[config.mk]
export PLATFORM = sky130hd
export DESIGN_NAME = gf180mcu_skid_buf1
export DESIGN_NICKNAME = d
export VERILOG_FILES = /design/src/rtl/gf180mcu_skid_buf1.sv
export SDC_FILE = /design/constraint.sdc
export NUM_CORES = 1
export LEC_CHECK = 0
export BUFFER_PORTS_ARGS = -buffer_cell sky130_fd_sc_hd__buf_2
export CAP_MARGIN = 15
export CORE_AREA = 2 2 39 41
export CTS_BUF_LIST = sky130_fd_sc_hd__clkbuf_16
export DETAILED_ROUTE_END_ITERATION = 16
export DIE_AREA = 0 0 41 43
export GPL_TIMING_DRIVEN = 0
export PLACE_DENSITY = 0.74
export SLEW_MARGIN = 20
export SYNTH_ARGS = -nofsm -noshare
export SYNTH_HDL_FRONTEND = slang
export SYNTH_SLANG_ARGS = --single-unit
export TNS_END_PERCENT = 10
[constraint.sdc]
create_clock -name clk -period 1.3 [get_ports clk]
set_clock_uncertainty 0.2 [all_clocks]
set_input_delay 0.13 -clock clk [delete_from_list [all_inputs] [get_ports clk]]
set_output_delay 0.13 -clock clk [all_outputs]
set_load 0.03 [all_outputs]
[src/rtl/gf180mcu_skid_buf1.sv]
// gf180mcu_skid_buf1
// Single-entry valid/ready output register.
// Ports:
//   clk        : rising-edge clock
//   rn         : synchronous active-low reset
//   load_valid : a completed entry is offered this cycle (no backpressure)
//   load_data  : entry contents
//   buf_valid  : register holds an entry
//   buf_ready  : consumer takes the entry when buf_valid=1
//   buf_data   : held entry, stable while buf_valid=1 and buf_ready=0
//   overflow   : one-cycle pulse, an offered entry was dropped
module gf180mcu_skid_buf1 #(
  parameter int W = 9
) (
  input  logic         clk,
  input  logic         rn,
  input  logic         load_valid,
  input  logic [W-1:0] load_data,
  output logic         buf_valid,
  input  logic         buf_ready,
  output logic [W-1:0] buf_data,
  output logic         overflow
);

  // An entry is accepted when the register is empty or is being drained in
  // this same cycle, which allows back-to-back consume and refill.
  logic accept;
  assign accept = load_valid && (!buf_valid || buf_ready);

  // Dropped entries leave the held data untouched and only raise overflow.
  always_ff @(posedge clk) begin
    if (!rn) begin
      buf_valid <= 1'b0;
      buf_data  <= '0;
      overflow  <= 1'b0;
    end else begin
      overflow <= load_valid && !accept;
      if (accept) begin
        buf_data  <= load_data;
        buf_valid <= 1'b1;
      end else if (buf_ready) begin
        buf_valid <= 1'b0;
      end
    end
  end

endmodule

==> flow_summary.json, run 1 <==
{
  "clock_latency_ns": 0.23,
  "setup_viol": 0,
  "drive_gt1_share_pct": 39.51,
  "syn_to_final_growth_pct": 71.06,
  "track_usage_pct": 14.17,
  "synth-seq-cells": 11,
  "finalHoldViolCount": 0,
  "cts.sinks": 11,
  "cts_tree": "built",
  "route.detailed.drc": 0,
  "slew_viol_final": 0,
  "n_fill_cell": 130,
  "crit_slowest_cell": "dfxtp_2",
  "nNetsFinal": 95,
  "worst_pin_slew_ns": 0.1818,
  "die_width_um": 41,
  "worstPathRequired_ns": 1.26,
  "post_cts_buffers": 0,
  "ys_warn_count": 0,
  "firstDrtPassIters": 2,
  "irDropWorstVdd_uv": 604.7,
  "total_power_w": 0.001076,
  "die-area_um2": 1763,
  "avgSynthCellArea_um2": 9.704,
  "port_buffers": 22,
  "dpl.cell_count": 83,
  "min-delay-start": "rn",
  "die_y_um": 43,
  "core_um2": 1384,
  "drv_cap": 0,
  "grt_pass1_wl_mm": 1.683,
  "ios": 24,
  "grt_remaining_overflow": 0,
  "p_leak_nw": 0.3818,
  "h-tree-depth": 1,
  "ys_seq_area_share_pct": 50.43,
  "vias": 430,
  "antenna_cells": 0,
  "pwr_density_cell_nw_per_um2": 1440,
  "grt_pass1_vias": 425,
  "netlist.area_leader.share_pct": 50.43,
  "routedWlPerCell_um": 10.95,
  "worst_path_largest_cell_delay_ns": 0.31,
  "critPathTopFamily": "flip-flops",
  "clk_pin_slew_ns": 0.04,
  "path_cells": "nor2b_4 -> nor2b_2 -> buf_6 -> mux2i_1",
  "post-route-util_pct": 53.98,
  "post-route-min-period_ns": 1.174,
  "r2r_start": "buf_valid",
  "status": "finished, final reports clean",
  "rsz0062_at_grt": "false",
  "cts-root-buf": "clkbuf_16",
  "cts_buffers": 3,
  "synthCells": 45,
  "instances_no_fill": 97,
  "finalSetupTns_ns": 0,
  "cp_data_arrival_time_ns": 1.14,
  "fin_crit_sh_pct": 90.34,
  "cp_max_fo": 9,
  "critPathLaunchType": "register",
  "place_congestion": 0.5921,
  "crit_buf_inv": 1,
  "cts.repair.resized": 0,
  "critPathLaunch": "buf_valid",
  "synthTopCellsByArea": "dfxtp_1, mux2i_1, nand2_1, nor2b_4, buf_6",
  "yosysUniqueCellTypes": 9,
  "detail_route.iter0.violations": 4,
  "num_rows": 14,
  "worst_setup_path_end_kind": "register",
  "criticalPathCategory": "reg -> reg",
  "hp-class": "in -> reg",
  "grt_start_max_net_pins": 11,
  "dp_hpwl_um": 690.1,
  "synth_area_um2": 436.7,
  "ant_nets": 0,
  "synth_top_area_cell": "dfxtp_1",
  "wirelength_mm": 1.062,
  "start_util_pct": 31.56,
  "antenna_found_initial": 0,
  "viasPerCell": 4.433,
  "synth_nets": 58,
  "clockBufferDepth": 2,
  "slew_headroom_pct": 87.88,
  "holdWs_ns": 0.01448,
  "clock.fmax_mhz": 851.4
}
[layout by cell type, fill, tap and decap left out, drive strengths merged]
| cell | n |
|---|---|
| buf | 25 |
| nor2b | 2 |
| clkbuf | 3 |
| o21a | 1 |
| mux2i | 9 |
| nand2 | 18 |
| dlygate4sd3 | 10 |
| and3 | 1 |
| dfxtp | 11 |
| inv | 1 |
[sequential cells by signal, summed over array words and instances, names as in the netlist]
signal / cells
buf_valid: 1
buf_data: 9
overflow: 1
[layer usage]
metal  GRT usage, %  wire length, um  vias to the layer above
li1               -                -                      215
met1          14.52              428                      198
met3          4.712               98                        0
met4          8.000                0                        0
met5              0                0                        -
met2          23.44              535                       17
[synth_stat cells, drive strengths merged]
cell and number:
nand2 18, dfxtp 11, mux2i 9, buf 3, nor2b 2, and3 1, o21a 1
[metrics by stage]
stage               area, um^2  worst slack, ns
finish                   747.0           0.1255
floorplan                437.9           0.1095
global route             747.0          0.02615
detailed placement       568.0           0.1286
global placement         568.0           0.1583
CTS                      747.0           0.1095
[power breakdown]
| group | switching [W] | internal, W |
|---|---|---|
| clock network | 0.000141 | 0.000403 |
| logic | 0.0000885 | 0.0000740 |
| registers | 0.00000906 | 0.000360 |
| total | 0.000239 | 0.000837 |
[path summary, 6_finish.rpt]
path	endpoint	slack [ns]	cells past startpoint
setup / recovery	buf_data[1]	0.13	4
hold / removal	buf_valid	0.01	2
setup reg to reg	buf_data[1]	0.13	4
hold reg to reg	buf_data[5]	0.25	2
[cell families after synthesis]
group / after synthesis / share of synthesized area, %
mux: 9 / 20.63
simple gates: 21 / 22.35
compound gates: 1 / 1.720
buf+inv: 3 / 4.871
flops: 11 / 50.43
[what timing repair did]
action / CTS / global route
endpoints found under the setup margin: 0 / 0
hold buffers: 10 / 0
endpoints found under the hold margin: 11 / 0
[area by class of cell]
type / count / area [um^2] / area share [%]
well taps: 16 / 20.02 / 2.680
repair buffers: 32 / 210.2 / 28.14
multi-input cells: 31 / 195.2 / 26.13
clock buffers: 3 / 75.07 / 10.05
clock inverters: 1 / 3.754 / 0.5025
flip-flops and latches: 11 / 221.5 / 29.65
plain buffers: 3 / 21.27 / 2.848
(Power assumes the default switching activity.)
==> inputs of run 2 (changes only) <==
--- a/config.mk
+++ b/config.mk
@@ -13,4 +13,6 @@
 export DIE_AREA = 0 0 41 43
+export GPL_ROUTABILITY_DRIVEN = 1
 export GPL_TIMING_DRIVEN = 0
 export PLACE_DENSITY = 0.74
+export RECOVER_POWER = 100
 export SLEW_MARGIN = 20
==> constraint.sdc (replaced) <==
create_clock -name clk -period 1.3 [get_ports clk]
set_clock_uncertainty 0.2 [all_clocks]
set_input_delay 0.325 -clock clk [delete_from_list [all_inputs] [get_ports clk]]
set_output_delay 0.325 -clock clk [all_outputs]
set_load 0.03 [all_outputs]
==> flow_summary.json, run 2 (same netlist as run 1, synthesis figures left out) <==
{
  "vias": 400,
  "cts-root-buf": "clkbuf_16",
  "mostFrequentLayoutCells": "buf_2, nand2_1, dfxtp_1, mux2i_1, clkbuf_16",
  "die-area_um2": 1763,
  "cts.repair.resized": 0,
  "route.detailed.drc": 0,
  "crit_slowest_cell": "dfxtp_1",
  "irDropWorstVdd_uv": 599.8,
  "clockBufferDepth": 2,
  "rr_worst_depth": 4,
  "dpl.cell_count": 83,
  "layout_commonest_cell": "buf_2",
  "syn_to_final_growth_pct": 49.86,
  "clk_pin_slew_ns": 0.04,
  "num_rows": 14,
  "min-delay-start": "load_valid",
  "die_y_um": 43,
  "clock_latency_ns": 0.24,
  "max_flop_register": "buf_data",
  "worst_path_largest_cell_delay_ns": 0.32,
  "fin_crit_sh_pct": 98.71,
  "largest_reg_flops": 9,
  "ios": 24,
  "cts_tree": "built",
  "cp_max_fo": 2,
  "hold_depth": 2,
  "die_width_um": 41,
  "regArea_um2": 221.5,
  "instances_no_fill": 87,
  "routedWlPerCell_um": 10.79,
  "post_dp_cell_area_um2": 568.0,
  "min_to": "buf_valid",
  "n_fill_cell": 136,
  "antenna_cells": 0,
  "ant_nets": 0,
  "worst_pin_slew_ns": 0.1839,
  "cts_hold_buf": 0,
  "final_area_um2": 654.4,
  "grt_remaining_overflow": 0,
  "slew_viol_final": 0,
  "criticalPathCategory": "reg -> out",
  "status": "finished, final reports clean",
  "post_cts_buffers": 0,
  "track_usage_pct": 12.46,
  "r2r_slack_ns": 0.13,
  "drive_gt1_share_pct": 45.07,
  "detail_route.iter0.violations": 2,
  "antenna_found_initial": 0,
  "hp-class": "in -> reg",
  "grt_pass1_vias": 368,
  "viasPerCell": 4.598,
  "nNetsFinal": 85,
  "finalSetupTns_ns": 0,
  "cts_buffers": 3,
  "dp_hpwl_um": 690.1,
  "grt_start_max_net_pins": 11,
  "rsz0062_at_grt": "false",
  "crit_buf_inv": 1,
  "clock.fmax_mhz": 779.3,
  "finalHoldViolCount": 0,
  "port_buffers": 22,
  "reg2reg_to": "buf_data[1]",
  "start_util_pct": 31.56,
  "place_congestion": 0.5921,
  "drv_cap": 0,
  "worst_setup_path_end_kind": "output pin",
  "post-route-min-period_ns": 1.283,
  "core_um2": 1384,
  "wirelength_um": 939,
  "p_leak_nw": 0.3397,
  "multi_input_area_um2": 195.2,
  "path_cells": "buf_2",
  "setup_viol": 0,
  "r2r_start": "buf_valid",
  "cp_data_arrival_time_ns": 0.76,
  "h-tree-depth": 1,
  "reg.largest.list": "buf_data x9, buf_valid x1, overflow x1",
  "cts.sinks": 11,
  "pwr_density_cell_nw_per_um2": 1617,
  "firstDrtPassIters": 4,
  "grt_pass1_wl_mm": 1.462,
  "slew_headroom_pct": 87.74,
  "worstPathRequired_ns": 0.77,
  "critPathTopFamily": "flip-flops",
  "critPathLaunchType": "register"
}
## run 2: metrics by stage
step / total power [W] / hold WS (ns) / utilization, % / worst slack, ns
CTS: 0.001063 / 0.1194 / 46.75 / 0.01463
floorplan: 0.0004687 / 0.2488 / - / 0.1095
detailed placement: 0.0005156 / 0.2504 / 41.05 / 0.07245
global route: 0.001099 / 0.1363 / 47.29 / 0.002225
finish: 0.001058 / 0.1201 / 47.29 / 0.01680
global placement: 0.0005120 / 0.2386 / 41.05 / 0.1058
## run 2: how the worst max path moves through the flow
| stage | from | end | slack (ns) | cells after the start |
|---|---|---|---|---|
| 2_1_floorplan | buf_valid | buf_data[0] | 0.11 | 4 |
| 3_3_place_gp | buf_ready | buf_data[2] | 0.11 | 5 |
| 3_5_place_dp | buf_ready | buf_data[8] | 0.07 | 5 |
| 4_1_cts | buf_data[8] | buf_data[8] | 0.01 | 1 |
| 5_1_grt | buf_data[2] | buf_data[2] | 0.002 | 1 |
| 6_report | buf_data[7] | buf_data[7] | 0.02 | 1 |
## run 2: final cells by class
| type | count | area share (%) |
|---|---|---|
| buffer | 3 | 3.250 |
| clock buffer | 3 | 11.47 |
| clock inverter | 1 | 0.5736 |
| multi-input combinational | 31 | 29.83 |
| sequential | 11 | 33.84 |
| tap | 16 | 3.059 |
| timing repair buffer | 22 | 17.97 |
## run 2: where the power goes
group,switching (W),internal [W]
Clock,0.000144,0.000403
Combinational,0.0000843,0.0000569
Sequential,0.00000922,0.000360
Total,0.000238,0.000820
## run 2: routing by layer
metal / GRT usage, % / vias up / share of wire, %
met4: 8.000 / 0 / 1.3
li1: - / 195 / -
met3: 4.712 / 2 / 11
met1: 12.58 / 185 / 41
met5: 0 / - / 0
met2: 20.00 / 18 / 47
